[config.mk]
export PLATFORM = sky130hd
export DESIGN_NAME = mips_multicycle_control
export DESIGN_NICKNAME = d
export VERILOG_FILES = /design/src/rtl/mips_ctrl_pkg.sv /design/src/rtl/mips_ctrl_decode.sv /design/src/rtl/mips_multicycle_control.sv
export SDC_FILE = /design/constraint.sdc
export NUM_CORES = 1
export LEC_CHECK = 0
export ABC_AREA = 1
export CAP_MARGIN = 20
export CORE_ASPECT_RATIO = 2
export CORE_MARGIN = 4
export CORE_UTILIZATION = 42
export DETAILED_ROUTE_END_ITERATION = 6
export PLACE_DENSITY = 0.71
export SLEW_MARGIN = 20
export SYNTH_ARGS = -nofsm -noshare
export SYNTH_HDL_FRONTEND = slang
export SYNTH_SLANG_ARGS = --single-unit
[constraint.sdc]
create_clock -name clk -period 3.5 [get_ports clk]
set_clock_uncertainty 0.05 [all_clocks]
set_input_delay 0.7 -clock clk [delete_from_list [all_inputs] [get_ports clk]]
set_output_delay 0.7 -clock clk [all_outputs]
set_load 0.03 [all_outputs]
[src/rtl/mips_ctrl_pkg.sv]
`default_nettype none
// ============================================================================
// Module      : mips_ctrl_pkg
// Description : Shared types and constants for the MIPS multicycle control
//               unit and the downstream ALU control unit.
// Revision    : 1.0 - initial release
// ============================================================================
package mips_ctrl_pkg;

    // Control FSM states with fixed 4-bit encodings (visible on the debug port)
    typedef enum logic [3:0] {
        S_FETCH     = 4'd0,
        S_DECODE    = 4'd1,
        S_MEM_ADDR  = 4'd2,
        S_MEM_READ  = 4'd3,
        S_MEM_WB    = 4'd4,
        S_MEM_WRITE = 4'd5,
        S_EXECUTE   = 4'd6,
        S_R_WB      = 4'd7,
        S_BRANCH    = 4'd8,
        S_JUMP      = 4'd9,
        S_ADDI_EXEC = 4'd10,
        S_ADDI_WB   = 4'd11
    } state_t;

    // Instruction opcodes (IR[31:26])
    localparam logic [5:0] OP_RTYPE = 6'b000000;
    localparam logic [5:0] OP_LW    = 6'b100011;
    localparam logic [5:0] OP_SW    = 6'b101011;
    localparam logic [5:0] OP_BEQ   = 6'b000100;
    localparam logic [5:0] OP_J     = 6'b000010;
    localparam logic [5:0] OP_ADDI  = 6'b001000;

    // ALUop encodings shared with the ALU control unit
    localparam logic [1:0] ALU_ADD   = 2'b00;
    localparam logic [1:0] ALU_SUB   = 2'b01;
    localparam logic [1:0] ALU_FUNCT = 2'b10;

    // PC source mux selects
    localparam logic [1:0] PCSRC_ALU    = 2'b00;
    localparam logic [1:0] PCSRC_ALUOUT = 2'b01;
    localparam logic [1:0] PCSRC_JUMP   = 2'b10;

    // ALU operand B mux selects
    localparam logic [1:0] SRCB_REG    = 2'b00;
    localparam logic [1:0] SRCB_FOUR   = 2'b01;
    localparam logic [1:0] SRCB_IMM    = 2'b10;
    localparam logic [1:0] SRCB_IMM_SH = 2'b11;

    // Full set of per-state datapath controls
    typedef struct packed {
        logic       pc_write;
        logic       pc_write_cond;
        logic       i_or_d;
        logic       mem_read;
        logic       mem_write;
        logic       mem_to_reg;
        logic       ir_write;
        logic       reg_write;
        logic       reg_dst;
        logic       alu_src_a;
        logic [1:0] pc_source;
        logic [1:0] alu_src_b;
        logic [1:0] alu_op;
        logic       instr_done;
    } ctrl_t;

endpackage : mips_ctrl_pkg
`default_nettype wire

[src/rtl/mips_ctrl_decode.sv]
`default_nettype none
// ============================================================================
// Module      : mips_ctrl_decode
// Description : Combinational Moore decoder, FSM state to datapath controls.
// Revision    : 1.0 - initial release
// ============================================================================
module mips_ctrl_decode
    import mips_ctrl_pkg::*;
(
    input  state_t state,
    output ctrl_t  ctrl
);

    // Every control defaults to 0; each state raises only what it needs
    always_comb begin
        ctrl = '0;
        case (state)
            S_FETCH: begin
                ctrl.mem_read  = 1'b1;
                ctrl.ir_write  = 1'b1;
                ctrl.pc_write  = 1'b1;
                ctrl.alu_src_b = SRCB_FOUR;
                ctrl.alu_op    = ALU_ADD;
                ctrl.pc_source = PCSRC_ALU;
            end
            S_DECODE: begin
                ctrl.alu_src_b = SRCB_IMM_SH;
                ctrl.alu_op    = ALU_ADD;
            end
            S_MEM_ADDR, S_ADDI_EXEC: begin
                ctrl.alu_src_a = 1'b1;
                ctrl.alu_src_b = SRCB_IMM;
                ctrl.alu_op    = ALU_ADD;
            end
            S_MEM_READ: begin
                ctrl.mem_read = 1'b1;
                ctrl.i_or_d   = 1'b1;
            end
            S_MEM_WB: begin
                ctrl.reg_write  = 1'b1;
                ctrl.mem_to_reg = 1'b1;
                ctrl.instr_done = 1'b1;
            end
            S_MEM_WRITE: begin
                ctrl.mem_write  = 1'b1;
                ctrl.i_or_d     = 1'b1;
                ctrl.instr_done = 1'b1;
            end
            S_EXECUTE: begin
                ctrl.alu_src_a = 1'b1;
                ctrl.alu_src_b = SRCB_REG;
                ctrl.alu_op    = ALU_FUNCT;
            end
            S_R_WB: begin
                ctrl.reg_write  = 1'b1;
                ctrl.reg_dst    = 1'b1;
                ctrl.instr_done = 1'b1;
            end
            S_ADDI_WB: begin
                ctrl.reg_write  = 1'b1;
                ctrl.instr_done = 1'b1;
            end
            S_BRANCH: begin
                ctrl.alu_src_a     = 1'b1;
                ctrl.alu_src_b     = SRCB_REG;
                ctrl.alu_op        = ALU_SUB;
                ctrl.pc_write_cond = 1'b1;
                ctrl.pc_source     = PCSRC_ALUOUT;
                ctrl.instr_done    = 1'b1;
            end
            S_JUMP: begin
                ctrl.pc_write   = 1'b1;
                ctrl.pc_source  = PCSRC_JUMP;
                ctrl.instr_done = 1'b1;
            end
            default: ctrl = '0;
        endcase
    end

endmodule : mips_ctrl_decode
`default_nettype wire

[src/rtl/mips_multicycle_control.sv]
`default_nettype none
// ============================================================================
// Module      : mips_multicycle_control
// Description : Multicycle MIPS main control FSM with retired-instruction
//               counter. Outputs are held at 0 while reset is asserted.
// Revision    : 1.0 - initial release
// ============================================================================
module mips_multicycle_control
    import mips_ctrl_pkg::*;
#(
    parameter int CNT_W = 32
) (
    input  logic             clk,
    input  logic             rst,
    input  logic [5:0]       opcode,
    output logic             pc_write,
    output logic             pc_write_cond,
    output logic             i_or_d,
    output logic             mem_read,
    output logic             mem_write,
    output logic             mem_to_reg,
    output logic             ir_write,
    output logic             reg_write,
    output logic             reg_dst,
    output logic             alu_src_a,
    output logic [1:0]       pc_source,
    output logic [1:0]       alu_src_b,
    output logic [1:0]       alu_op,
    output logic [3:0]       state,
    output logic             instr_done,
    output logic             illegal_op,
    output logic [CNT_W-1:0] retired
);

    localparam logic [CNT_W-1:0] C_CNT_ONE = {{(CNT_W-1){1'b0}}, 1'b1};

    state_t           r_state;
    state_t           w_next;
    ctrl_t            w_dec;
    ctrl_t            w_ctrl;
    logic             w_op_legal;
    logic [CNT_W-1:0] r_retired;

    mips_ctrl_decode u_decode (
        .state (r_state),
        .ctrl  (w_dec)
    );

    // Reset masks every control so no write can slip through while held
    assign w_ctrl = rst ? '0 : w_dec;

    assign w_op_legal = (opcode == OP_RTYPE) || (opcode == OP_LW)  ||
                        (opcode == OP_SW)    || (opcode == OP_BEQ) ||
                        (opcode == OP_J)     || (opcode == OP_ADDI);

    // State register
    always_ff @(posedge clk) begin
        if (rst) begin
            r_state <= S_FETCH;
        end else begin
            r_state <= w_next;
        end
    end

    // Next-state selection; opcode is consulted in DECODE and again in MEM_ADDR
    always_comb begin
        w_next = S_FETCH;
        case (r_state)
            S_FETCH:  w_next = S_DECODE;
            S_DECODE: begin
                case (opcode)
                    OP_LW, OP_SW: w_next = S_MEM_ADDR;
                    OP_RTYPE:     w_next = S_EXECUTE;
                    OP_BEQ:       w_next = S_BRANCH;
                    OP_J:         w_next = S_JUMP;
                    OP_ADDI:      w_next = S_ADDI_EXEC;
                    default:      w_next = S_FETCH;
                endcase
            end
            S_MEM_ADDR:  w_next = (opcode == OP_LW) ? S_MEM_READ : S_MEM_WRITE;
            S_MEM_READ:  w_next = S_MEM_WB;
            S_EXECUTE:   w_next = S_R_WB;
            S_ADDI_EXEC: w_next = S_ADDI_WB;
            default:     w_next = S_FETCH;
        endcase
    end

    // Retired counter; the reset branch wins so an aborted final state is not counted
    always_ff @(posedge clk) begin
        if (rst) begin
            r_retired <= '0;
        end else if (w_ctrl.instr_done) begin
            r_retired <= r_retired + C_CNT_ONE;
        end
    end

    assign pc_write      = w_ctrl.pc_write;
    assign pc_write_cond = w_ctrl.pc_write_cond;
    assign i_or_d        = w_ctrl.i_or_d;
    assign mem_read      = w_ctrl.mem_read;
    assign mem_write     = w_ctrl.mem_write;
    assign mem_to_reg    = w_ctrl.mem_to_reg;
    assign ir_write      = w_ctrl.ir_write;
    assign reg_write     = w_ctrl.reg_write;
    assign reg_dst       = w_ctrl.reg_dst;
    assign alu_src_a     = w_ctrl.alu_src_a;
    assign pc_source     = w_ctrl.pc_source;
    assign alu_src_b     = w_ctrl.alu_src_b;
    assign alu_op        = w_ctrl.alu_op;
    assign instr_done    = w_ctrl.instr_done;
    assign illegal_op    = !rst && (r_state == S_DECODE) && !w_op_legal;
    assign state         = r_state;
    assign retired       = r_retired;

endmodule : mips_multicycle_control
`default_nettype wire
==> summary.md <==
| Metric | Value |
|---|---|
| Design area | `3020 um^2` |
| Reg-to-Reg End | `retired[26]` |
| Final Non-Filler Cells | `500` |
| CTS buffer count | `5` |
| Compound-Gate Fraction of Synth Area | `0.0756` |
| CP required | `2.75 ns` |
| Layout area overhead | `31.2%` |
| Reg-to-reg setup timing slack | `1.70 ns` |
| Via count | `2551` |
| CP Capture Type | `output pin` |
| Period utilization | `0.878` |
| Max-cap violation count | `0` |
| Drt pass-1 iters | `4` |
| Post-Syn Area | `2300 um^2` |
| GPL Wtd Cong | `0.929` |
| Hold path depth | `1` |
| Hold_buf cts | `0` |
| Min-delay src | `retired[3]` |
| Die area | `6800 um^2` |
| Crit Path Class | `reg -> out` |
| Port buffer count | `61` |
| Worst path cell trace | `inv_1 > nor2_1 > nand2_1 > a31oi_1 > clkdlybuf4s50_1` |
| Status | `finished clean` |
| Final setup violating endpoints | `0` |
| Total track usage | `0.220` |
| Worst Hold End | `retired[3]` |
| Post-synthesis sequential area ratio | `0.313` |
| Yosys top cell by area | `dfxtp_1` |
| Slew Viols, Final | `0` |
| Largest family of logic cells by synthesized area | `simple AND/OR/NAND/NOR gates` |
| Fin nets | `453` |
| Initial antenna violation count | `0` |
| Global-route wire length before repair | `11400 um` |
| I/O pin cnt | `62` |
| CTS sink count | `36` |
| Adder-Cell Fraction of Synth Area | `0.00544` |
| Finished Core Util | `0.577` |
| Hold Fails Final Rpt | `0` |
| Unrepaired setup endpoints after global routing | `false` |
| Share of layout cells above drive strength 1 | `0.0701` |
| Crit Path Max Fanout | `8` |
| Synth Area in XOR/XNOR | `0.0190` |
| Slew @ Worst Pin | `0.458 ns` |
| Via density | `5.10` |
| FF+latch count, synth | `36` |
| Worst-Skew Late Latency | `0.28 ns` |
| Die H | `113 um` |
| Vias in the first global route | `2592` |
| Crit path time final | `3.07 ns` |
| Initial drt markers | `89` |
| Crit path DAT | `2.32 ns` |
| TNS Setup | `0 ns` |
| Fmax | `325 MHz` |
| Mapped Nets | `389` |
| Main area contributors after synthesis | `dfxtp_1 (31%), nand2_1 (16%), nor2_1 (13%), inv_1 (10%), nand4_1 (4.9%)` |
| Launch point of the worst reg-to-reg path | `retired[0]` |
| Worst-path clk slew | `0.07 ns` |
| Post-DP HPWL | `5540 um` |
| Post-CTS resize count | `0` |
| Total power | `0.000752 W` |
| Worst r2r path cells | `8` |
| Gr ovfl total | `0` |
| Per-cell routed wire length | `13.9 um` |
| Largest net degree at the start of global routing | `17` |
| Synth Area in Simple Gates | `0.466` |
| Synth top area share | `0.313` |
| Routed WL | `6950 um` |
| Worst hold path class | `reg -> reg` |
| Relative slew slack | `0.694` |
| Placed instance area | `2950 um^2` |
| CP startpoint kind | `register` |
| Root Buffer | `clkbuf_8` |
| DRT antenna net count | `0` |
| Yosys cell types | `33` |
| CP max-delay cell | `clkdlybuf4s50_1` |
| TritonCTS clock tree | `built` |
| Pleak | `1.25 nW` |
| Cell Pwr Density | `249 nW/um^2` |
| Slowest Stage Delay on Critical Path | `0.71 ns` |
| Starting Density | `0.440` |
| Maximum buffer depth of the clock tree | `2` |
| Core region area | `5230 um^2` |
| Worst vdd ir | `0.191 mV` |
| Site Rows | `37` |
| Post-placement cell count | `495` |
| DR DRC count | `0` |
| H-tree depth | `2` |
| Mux contribution to synthesized area | `0` |
| Yosys warns | `0` |
| Cells after synthesis | `380` |
| Die width | `60.3 um` |
| Post-CTS setup buffer count | `0` |
| Syn_area_per_cell | `6.05 um^2` |
| Ant. Diodes | `0` |
stage by stage:
step / hold slack (ns) / setup WS (ns)
after CTS: 0.465 / 0.435
final: 0.459 / 0.427
after global placement: 0.430 / 0.446
after global routing: 0.501 / 0.331
after floorplan: 0.547 / 0.686
after detailed placement: 0.450 / 0.449
synth_stat cells:
| cell | count |
|---|---|
| nand2_1 | 95 |
| nor2_1 | 80 |
| inv_1 | 64 |
| dfxtp_1 | 36 |
| nand3_1 | 22 |
| nand4_1 | 18 |
| a21oi_1 | 14 |
| o21ai_0 | 8 |
| nor3_1 | 5 |
| xnor2_1 | 4 |
| nor2_2 | 3 |
| nor2_4 | 3 |
| buf_2 | 2 |
| clkbuf_1 | 2 |
| inv_2 | 2 |
| nand2_4 | 2 |
| nand3_4 | 2 |
| o21ai_1 | 2 |
| o22ai_1 | 2 |
| a211oi_1 | 1 |
| a21oi_4 | 1 |
| a31oi_1 | 1 |
| and3_1 | 1 |
| buf_1 | 1 |
| buf_4 | 1 |
| ha_1 | 1 |
| nand3b_1 | 1 |
| nor2_8 | 1 |
| nor3_2 | 1 |
| nor3b_1 | 1 |
| nor4_1 | 1 |
| o21bai_2 | 1 |
| xor2_1 | 1 |
power by group:
| group | total, W | internal [W] | switching (W) |
|---|---|---|---|
| sequential | 0.000413 | 0.000411 | 0.00000259 |
| combinational | 0.0000750 | 0.0000276 | 0.0000474 |
| clock | 0.000263 | 0.000128 | 0.000135 |
flip-flops by register name, summed over array words and instances (netlist names):
register and cells:
retired 32, state 4
logic make-up (layout without fill, tap and decap cells):
kind of cell,count (synthesis),count (layout)
XOR/XNOR,5,5
buffers and inverters,72,134
adder cells (fa/ha/maj),1,1
AO/OA/AOI/OAI,30,30
flip-flops,36,36
AND/OR/NAND/NOR,236,236
final cells by class:
class / count / area [um^2]
Clock buffer: 5 / 68.8
Tap cell: 58 / 72.6
Sequential cell: 36 / 721
Fill cell: 528 / 2210
Timing Repair Buffer: 63 / 606
Multi-Input combinational cell: 272 / 1300
Inverter: 66 / 248
worst max-delay path: cells and delay by family, from the launching register on:
family          cells  cell delay [ns]
compound gates      1             0.20
buf+inv             2             0.78
flops               1             0.54
simple gates        2             0.52
worst max path at each step:
stage | to | start
CTS | alu_src_a | rst
global route | illegal_op | rst
finish | alu_src_a | state[1]
floorplan | illegal_op | state[0]
global placement | alu_src_a | rst
detailed placement | alu_src_a | rst
per-layer routing:
layer	track usage	vias to the layer above	share of wire
met5	0	-	0
met4	0.126	0	0.046
met3	0.0322	22	0.037
met2	0.419	72	0.56
met1	0.204	1145	0.36
li1	-	1312	-
layout by cell type, fill, tap and decap left out, types with 5 or more instances in the layout:
cell type,instances
nand2_1,95
nor2_1,80
inv_1,64
clkdlybuf4s50_1,53
dfxtp_1,36
nand3_1,22
nand4_1,18
a21oi_1,14
buf_4,10
o21ai_0,8
nor3_1,5
clkbuf_8,5
(Power assumes the default switching activity.)
